--- config.mk ---
export PLATFORM = sky130hd
export DESIGN_NAME = guess_game_flat
export DESIGN_NICKNAME = d
export VERILOG_FILES = /design/src/rtl/guess_game_if.sv /design/src/rtl/guess_game.sv /design/src/flat_wrapper.sv
export SDC_FILE = /design/constraint.sdc
export NUM_CORES = 1
export LEC_CHECK = 0
export BUFFER_PORTS_ARGS = -buffer_cell sky130_fd_sc_hd__buf_2
export CORE_MARGIN = 2
export CORE_UTILIZATION = 50
export CTS_CLUSTER_SIZE = 28
export DETAILED_ROUTE_END_ITERATION = 8
export GPL_TIMING_DRIVEN = 1
export PLACE_DENSITY = 0.76
export SETUP_SLACK_MARGIN = 0.2
export SLEW_MARGIN = 0
export SYNTH_ARGS = -nofsm -noshare
export SYNTH_HDL_FRONTEND = slang
export SYNTH_SLANG_ARGS = --single-unit
--- constraint.sdc ---
create_clock -name clk -period 2.6 [get_ports clk]
set_input_delay 0.13 -clock clk [delete_from_list [all_inputs] [get_ports clk]]
set_output_delay 0.13 -clock clk [all_outputs]
set_load 0.01 [all_outputs]
--- src/rtl/guess_game_if.sv ---
// guess_game_if -- player/RNG/result bundle for the guess_game block.
//   rngPush   : active-low start button (release fixes the secret)
//   rngIn     : current RNG counter value
//   guessPush : active-low guess-submit button
//   guessIn   : player guess value
//   armed, tooHigh, tooLow, match, gameOver, triesLeft : game status
// master drives buttons/values and reads status; slave is the game block.
interface guess_game_if;
    logic       rngPush;
    logic [3:0] rngIn;
    logic       guessPush;
    logic [3:0] guessIn;
    logic       armed;
    logic       tooHigh;
    logic       tooLow;
    logic       match;
    logic       gameOver;
    logic [2:0] triesLeft;

    modport master (
        output rngPush, rngIn, guessPush, guessIn,
        input  armed, tooHigh, tooLow, match, gameOver, triesLeft
    );

    modport slave (
        input  rngPush, rngIn, guessPush, guessIn,
        output armed, tooHigh, tooLow, match, gameOver, triesLeft
    );
endinterface

--- src/rtl/guess_game.sv ---
// guess_game -- number guessing game controller.
// A release of rngPush latches rngIn as the hidden secret and arms a game
// with MAX_TRIES wrong guesses allowed. Each guessPush press compares
// guessIn with the secret and reports tooHigh/tooLow/match; running out of
// tries ends the game with gameOver.
// Ports:
//   clk  : clock, rising edge
//   rst  : asynchronous active-low reset
//   bus  : guess_game_if.slave (buttons, values, status outputs)
module guess_game #(
    parameter int unsigned MAX_TRIES = 5
) (
    input  logic         clk,
    input  logic         rst,
    guess_game_if.slave  bus
);

    typedef enum logic [1:0] {
        IDLE  = 2'd0,
        ARMED = 2'd1,
        WIN   = 2'd2,
        LOSE  = 2'd3
    } state_e;

    localparam logic [2:0] TRIES_INIT = 3'(MAX_TRIES);

    state_e     state_q,     state_d;
    logic [3:0] secret_q,    secret_d;
    logic [2:0] tries_q,     tries_d;
    logic       too_high_q,  too_high_d;
    logic       too_low_q,   too_low_d;
    logic       match_q,     match_d;
    logic       over_q,      over_d;
    // Previous button samples; reset to 1 (released) so a button held
    // across reset does not produce a spurious event.
    logic       rng_prev_q;
    logic       guess_prev_q;

    logic       rng_rel;
    logic       guess_prs;

    assign rng_rel   = ~rng_prev_q & bus.rngPush;
    assign guess_prs = guess_prev_q & ~bus.guessPush;

    always_ff @(posedge clk or negedge rst) begin
        if (!rst) begin
            state_q      <= IDLE;
            secret_q     <= 4'd0;
            tries_q      <= 3'd0;
            too_high_q   <= 1'b0;
            too_low_q    <= 1'b0;
            match_q      <= 1'b0;
            over_q       <= 1'b0;
            rng_prev_q   <= 1'b1;
            guess_prev_q <= 1'b1;
        end else begin
            state_q      <= state_d;
            secret_q     <= secret_d;
            tries_q      <= tries_d;
            too_high_q   <= too_high_d;
            too_low_q    <= too_low_d;
            match_q      <= match_d;
            over_q       <= over_d;
            rng_prev_q   <= bus.rngPush;
            guess_prev_q <= bus.guessPush;
        end
    end

    always_comb begin
        state_d    = state_q;
        secret_d   = secret_q;
        tries_d    = tries_q;
        too_high_d = too_high_q;
        too_low_d  = too_low_q;
        match_d    = match_q;
        over_d     = over_q;

        unique case (state_q)
            ARMED: begin
                // Releases of rngPush are ignored here so the secret stays fixed.
                if (guess_prs) begin
                    too_high_d = bus.guessIn > secret_q;
                    too_low_d  = bus.guessIn < secret_q;
                    match_d    = bus.guessIn == secret_q;
                    if (bus.guessIn == secret_q) begin
                        state_d = WIN;
                    end else begin
                        // Guard keeps the counter from wrapping even if it
                        // were somehow zero while armed.
                        if (tries_q != 3'd0) tries_d = tries_q - 3'd1;
                        if (tries_q <= 3'd1) begin
                            state_d = LOSE;
                            over_d  = 1'b1;
                        end
                    end
                end
            end
            default: begin
                // IDLE, WIN and LOSE all start a fresh game on release;
                // guess presses are ignored.
                if (rng_rel) begin
                    state_d    = ARMED;
                    secret_d   = bus.rngIn;
                    tries_d    = TRIES_INIT;
                    too_high_d = 1'b0;
                    too_low_d  = 1'b0;
                    match_d    = 1'b0;
                    over_d     = 1'b0;
                end
            end
        endcase
    end

    assign bus.armed     = (state_q == ARMED);
    assign bus.tooHigh   = too_high_q;
    assign bus.tooLow    = too_low_q;
    assign bus.match     = match_q;
    assign bus.gameOver  = over_q;
    assign bus.triesLeft = tries_q;

endmodule

--- src/flat_wrapper.sv ---
// flat-port wrapper written by rule: the top's interface ports become plain ports
module guess_game_flat 
#(
    parameter int unsigned MAX_TRIES = 5
)
  (clk, rst, bus_rngPush, bus_rngIn, bus_guessPush, bus_guessIn, bus_armed, bus_tooHigh, bus_tooLow, bus_match, bus_gameOver, bus_triesLeft);
  guess_game_if bus_i ();
  input  logic clk;
  input  logic rst;
  input wire logic [$bits(bus_i.rngPush)-1:0] bus_rngPush;
  input wire logic [$bits(bus_i.rngIn)-1:0] bus_rngIn;
  input wire logic [$bits(bus_i.guessPush)-1:0] bus_guessPush;
  input wire logic [$bits(bus_i.guessIn)-1:0] bus_guessIn;
  output wire logic [$bits(bus_i.armed)-1:0] bus_armed;
  output wire logic [$bits(bus_i.tooHigh)-1:0] bus_tooHigh;
  output wire logic [$bits(bus_i.tooLow)-1:0] bus_tooLow;
  output wire logic [$bits(bus_i.match)-1:0] bus_match;
  output wire logic [$bits(bus_i.gameOver)-1:0] bus_gameOver;
  output wire logic [$bits(bus_i.triesLeft)-1:0] bus_triesLeft;
  assign bus_i.rngPush = bus_rngPush;
  assign bus_i.rngIn = bus_rngIn;
  assign bus_i.guessPush = bus_guessPush;
  assign bus_i.guessIn = bus_guessIn;
  assign bus_armed = bus_i.armed;
  assign bus_tooHigh = bus_i.tooHigh;
  assign bus_tooLow = bus_i.tooLow;
  assign bus_match = bus_i.match;
  assign bus_gameOver = bus_i.gameOver;
  assign bus_triesLeft = bus_i.triesLeft;
  guess_game #(.MAX_TRIES(MAX_TRIES)) u_core (.clk(clk), .rst(rst), .bus(bus_i));
endmodule
After elaboration in Yosys (flattened, before gate mapping). Cells that the tools add are included.

Add/sub/neg operators: 1. Order comparisons: 3. Eq/ne operators: 7. Muxes and demuxes: 21. Bitwise logic cells: 5. Reduce and logical (&&, ||, !) cells: 7.

Operators by type and width (count): 3-bit two-way mux (5); 1-bit two-way mux (11); 2-bit two-way mux (5); 4-bit AND reduction (2); 2-bit by 1-bit inequality test with 1-bit output, second input constant (3); 4-bit equality test (1); 4-bit > comparator (1); 4-bit < comparator (1); 2-bit AND reduction (2); 3-bit by 1-bit <= comparator with 1-bit output, second input constant (1); 3-bit by 1-bit inequality test with 1-bit output, second input constant (1); 1-bit inverter (3); 3-bit AND reduction (1); 3-bit nonzero test (1); 3-bit by 1-bit subtractor with 3-bit output, second input constant (1); 1-bit AND (2); 2-bit by 1-bit equality test with 1-bit output, second input constant (1); 2-bit inequality test, second input constant (1); 2-bit nonzero test (1).

Register bits: 15. Input port bits: 12. Output and inout port bits: 8.

Logic depth before layout (Yosys ltp).
Depth after elaboration: 5. Gate-level depth with buffers: 6.

Worst setup path before layout. No wires, ideal clock.

Path type: reg-to-reg. Start: register u_core.secret_q[3]. End: register u_core.tries_q[2] (netlist: u_core.bus.triesLeft[2]). Arrival time: 1.301 ns. Data required time: 2.455 ns. Slack: 1.153 ns. Cell stages (with the launch flop): 7. Buffers on the path: 0. Path through: dfrtp_1 inv_1 ha_1 nand4_1 a21boi_2 a311oi_2 a41oi_1.

Cells in the longest elaborated chain, start to end: 3.

Ends and longest elaborated chain: from (decl) (line guess_game.sv:28) `logic [3:0] secret_q, secret_d;`; from (signal assigned) (line guess_game.sv:58) `secret_q <= secret_d;`; 4-bit equality test (line guess_game.sv:85) `if (bus.guessIn == secret_q) begin`; 2-bit inequality test (no source line); 4-bit AND reduction (no source line); to (signal assigned) (line guess_game.sv:59) `tries_q <= tries_d;`; to (decl) (line guess_game.sv:29) `logic [2:0] tries_q, tries_d;`.

Every way passes these cells. A chain may end at the register's enable or synchronous reset.

Final worst setup path.
Start: register u_core.secret_q[3]. End: register u_core.tries_q[0] (netlist: u_core.bus.triesLeft[0]).

Same word-level chain as after synthesis.

==> run_results.csv <==
group,metric,value,unit
min_path,hp-class,"input port to flop",
sta,setup_viol,0,
synth,synth-edff-count,0,
placement,dpl.cell_count,103,
floorplanning,die_x,43.5,um
layout,nets,114,
grt,grt_max_degree,16,
sta,maxSlewViolCount,0,
synth,syn_avg_cell_area,11.2,sq um
layout,stdcell_area,931,sq um
clock_network,cts_tree,"done",
synth,yosys.area.top_type,"dfrtp_1",
synth,synthDistinctLibCells,27,
placement,dp_slack,0.976,ns
setup_path,arrival,1.82,ns
power_and_ir_drop,cellPowerDensity,994,nW/um^2
floorplanning,initial_core_util,0.524,
sta,fin_skew,0.00422,ns
layout,final_cells,110,
grt,overflow,0,
setup_path,critPathLaunchType,"flop",
power_and_ir_drop,leakage,0.470,nW
clock_network,path_clk_slew,0.09,ns
placement,numPortBuffers,19,
grt,grt_pass1_wl,2.65,mm
sta,post-route-period-util,0.634,
sta,tns,0,ns
detailed_routing,drc_errors,0,
setup_path,end_kind,"flop",
placement,place_area,873,sq um
synth,netlist_area,781,sq um
detailed_routing,drt_iter0_drc,19,
power_and_ir_drop,total_power,0.925,mW
clock_network,postCtsSetupRepairBufs,0,
floorplanning,die_h,43.5,um
synth,synth-seq-area-share,0.484,
sta,worst_pin_slew,0.323,ns
sta,finalHoldViolCount,0,
placement,post-dp-hpwl,1.10,mm
clock_network,root_buffer,"clkbuf_4",
synth,syn_inst,70,
floorplanning,core-area,1490,sq um
clock_network,numCtsBuffers,3,
clock_network,cts_max_level,1,
detailed_routing,firstDrtPassIters,4,
detailed_routing,viasPerCell,5.58,
layout,diodes,0,
setup_path,cp_max_fo,5,
power_and_ir_drop,vdd_drop_max,0.000516,V
grt,grt_use_total,0.195,
grt,grt_pass1_vias,646,
synth,ys_ff_latch,15,
outcome,run_status,"finished clean",
grt,antenna_found_initial,0,
synth,synthArstFlopShare,1.00,
setup_path,critical_path_class,"flop to flop",
setup_path,startpoint,"u_core.secret_q[3]$_DFFE_PN0P_",
clock_network,clock_latency,0.29,ns
synth,synthTopCellsByArea,"dfrtp_1 42%, ha_1 11%, dfstp_2 6.7%, inv_1 4.3%, o21ai_0 3.8%",
clock_network,cts_buffer_depth,2,
sta,timing.fmax,0.607,GHz
layout,drive_gt1_frac,0.351,
detailed_routing,wl_per_cell,13.6,um
floorplanning,rows,14,
sta,worst_hold_slack,0.0431,ns
sta,slew_headroom,0.782,
job,maxCapViolations,0,
synth,netlist_top_cells_count,"13 x dfrtp_1, 9 x inv_1, 7 x ha_1, 7 x nand2_1, 6 x o21ai_0",
clock_network,ctsHoldBuffers,3,
synth,yosysMostFrequentCell,"dfrtp_1",
min_path,hold_start,"bus_rngIn[2]",
placement,place.gp.congestion,0.765,
detailed_routing,dr_total_vias,614,
sta,period_needed,1.65,ns
sta,rsz0062_at_grt,"no",
setup_path,required,2.77,ns
sta,setup_slack,0.951,ns
detailed_routing,wirelength,1.49,mm
clock_network,cts_resized,0,
synth,synth_nets,89,
synth,synth_top_area_share,0.417,
layout,final_core_util,0.625,
floorplanning,io_pins,20,
floorplanning,dieArea,1890,sq um
detailed_routing,ant_nets,0,
clock_network,clock-sinks,15,
setup_path,reg2reg_from,"u_core.secret_q[3]$_DFFE_PN0P_",
layout,area_growth,19.2,%
synth,synth_warnings,0,
synth,ys.flop_type,"dfrtp_1",
## worst paths after layout
check | to | slack, ns | cells past startpoint
max in group asynchronous | u_core.guess_prev_q$_DFF_PN1_ | 2.04 | 2
hold reg to reg | u_core.bus.match$_DFFE_PN0P_ | 0.49 | 1
min in group asynchronous | u_core.secret_q[1]$_DFFE_PN0P_ | 0.26 | 2
setup reg to reg | u_core.bus.triesLeft[0]$_DFFE_PN0P_ | 0.95 | 6
hold / removal | u_core.secret_q[2]$_DFFE_PN0P_ | 0.04 | 3
setup / recovery | u_core.bus.triesLeft[0]$_DFFE_PN0P_ | 0.95 | 6
## cells by family after synthesis
group,synth area share
DFF,0.484
and+or+nand+nor,0.109
AOI/OAI and AO/OA,0.208
adders and majority gates,0.112
muxes,0.0144
buffers and inverters,0.0721
## layout by cell type (no fill, tap or decap)
cell | Yosys | final
and3b_1 | 1 | 1
nor2_2 | 1 | 1
clkbuf_4 | 0 | 3
o32ai_2 | 1 | 1
dfrtp_1 | 13 | 13
o21ai_0 | 6 | 6
dlygate4sd3_1 | 0 | 3
a32o_1 | 1 | 1
a21boi_2 | 1 | 1
a22o_2 | 1 | 1
mux2_2 | 1 | 1
inv_1 | 9 | 9
nand3b_1 | 1 | 1
nor2b_2 | 1 | 1
nand2_1 | 7 | 7
dfstp_2 | 2 | 2
o2bb2ai_1 | 2 | 2
ha_1 | 7 | 7
nor2_4 | 1 | 1
clkinv_2 | 0 | 1
nor2_1 | 1 | 1
a311oi_2 | 1 | 1
nand2b_1 | 1 | 1
nand4_1 | 1 | 1
a21o_1 | 1 | 1
a21oi_1 | 4 | 4
a41oi_1 | 1 | 1
o31ai_1 | 1 | 1
buf_2 | 0 | 19
a2bb2oi_1 | 1 | 1
## state kept, by name, indices dropped and copies added (netlist names)
signal / flops
u_core.secret_q: 4
u_core.guess_prev_q: 1
u_core.state_q: 2
u_core.rng_prev_q: 1
u_core.bus.gameOver: 1
u_core.bus.triesLeft: 3
u_core.bus.tooHigh: 1
u_core.bus.match: 1
u_core.bus.tooLow: 1
## power breakdown
group	switching, mW	total, mW	internal, mW
sequential	0.0509	0.372	0.321
clock	0.0791	0.136	0.0573
combinational	0.237	0.417	0.180
total	0.367	0.925	0.559
## per-layer routing
metal	part of all wire	track usage	vias to the layer above	routed length, um
met5	0	0	-	0
met4	0.038	0.127	0	56
met3	0.062	0.0500	7	92
met2	0.46	0.322	33	682
met1	0.44	0.223	277	661
li1	-	-	297	-
## area by class of cell
cell class / count / area (sq um)
timing repair buffer: 22 / 125
multi-input combinational: 44 / 347
clock inverter: 1 / 5.00
fill: 117 / 558
clock buffer: 3 / 22.5
tap: 16 / 20.0
inverter: 9 / 33.8
sequential: 15 / 378
## critical path, cell delays in order (launching register included)
cell	delay [ns]
dfrtp_1	0.34
inv_1	0.05
ha_1	0.30
nand4_1	0.22
a21boi_2	0.26
o32ai_2	0.25
a2bb2oi_1	0.11
(Power assumes the default switching activity.)
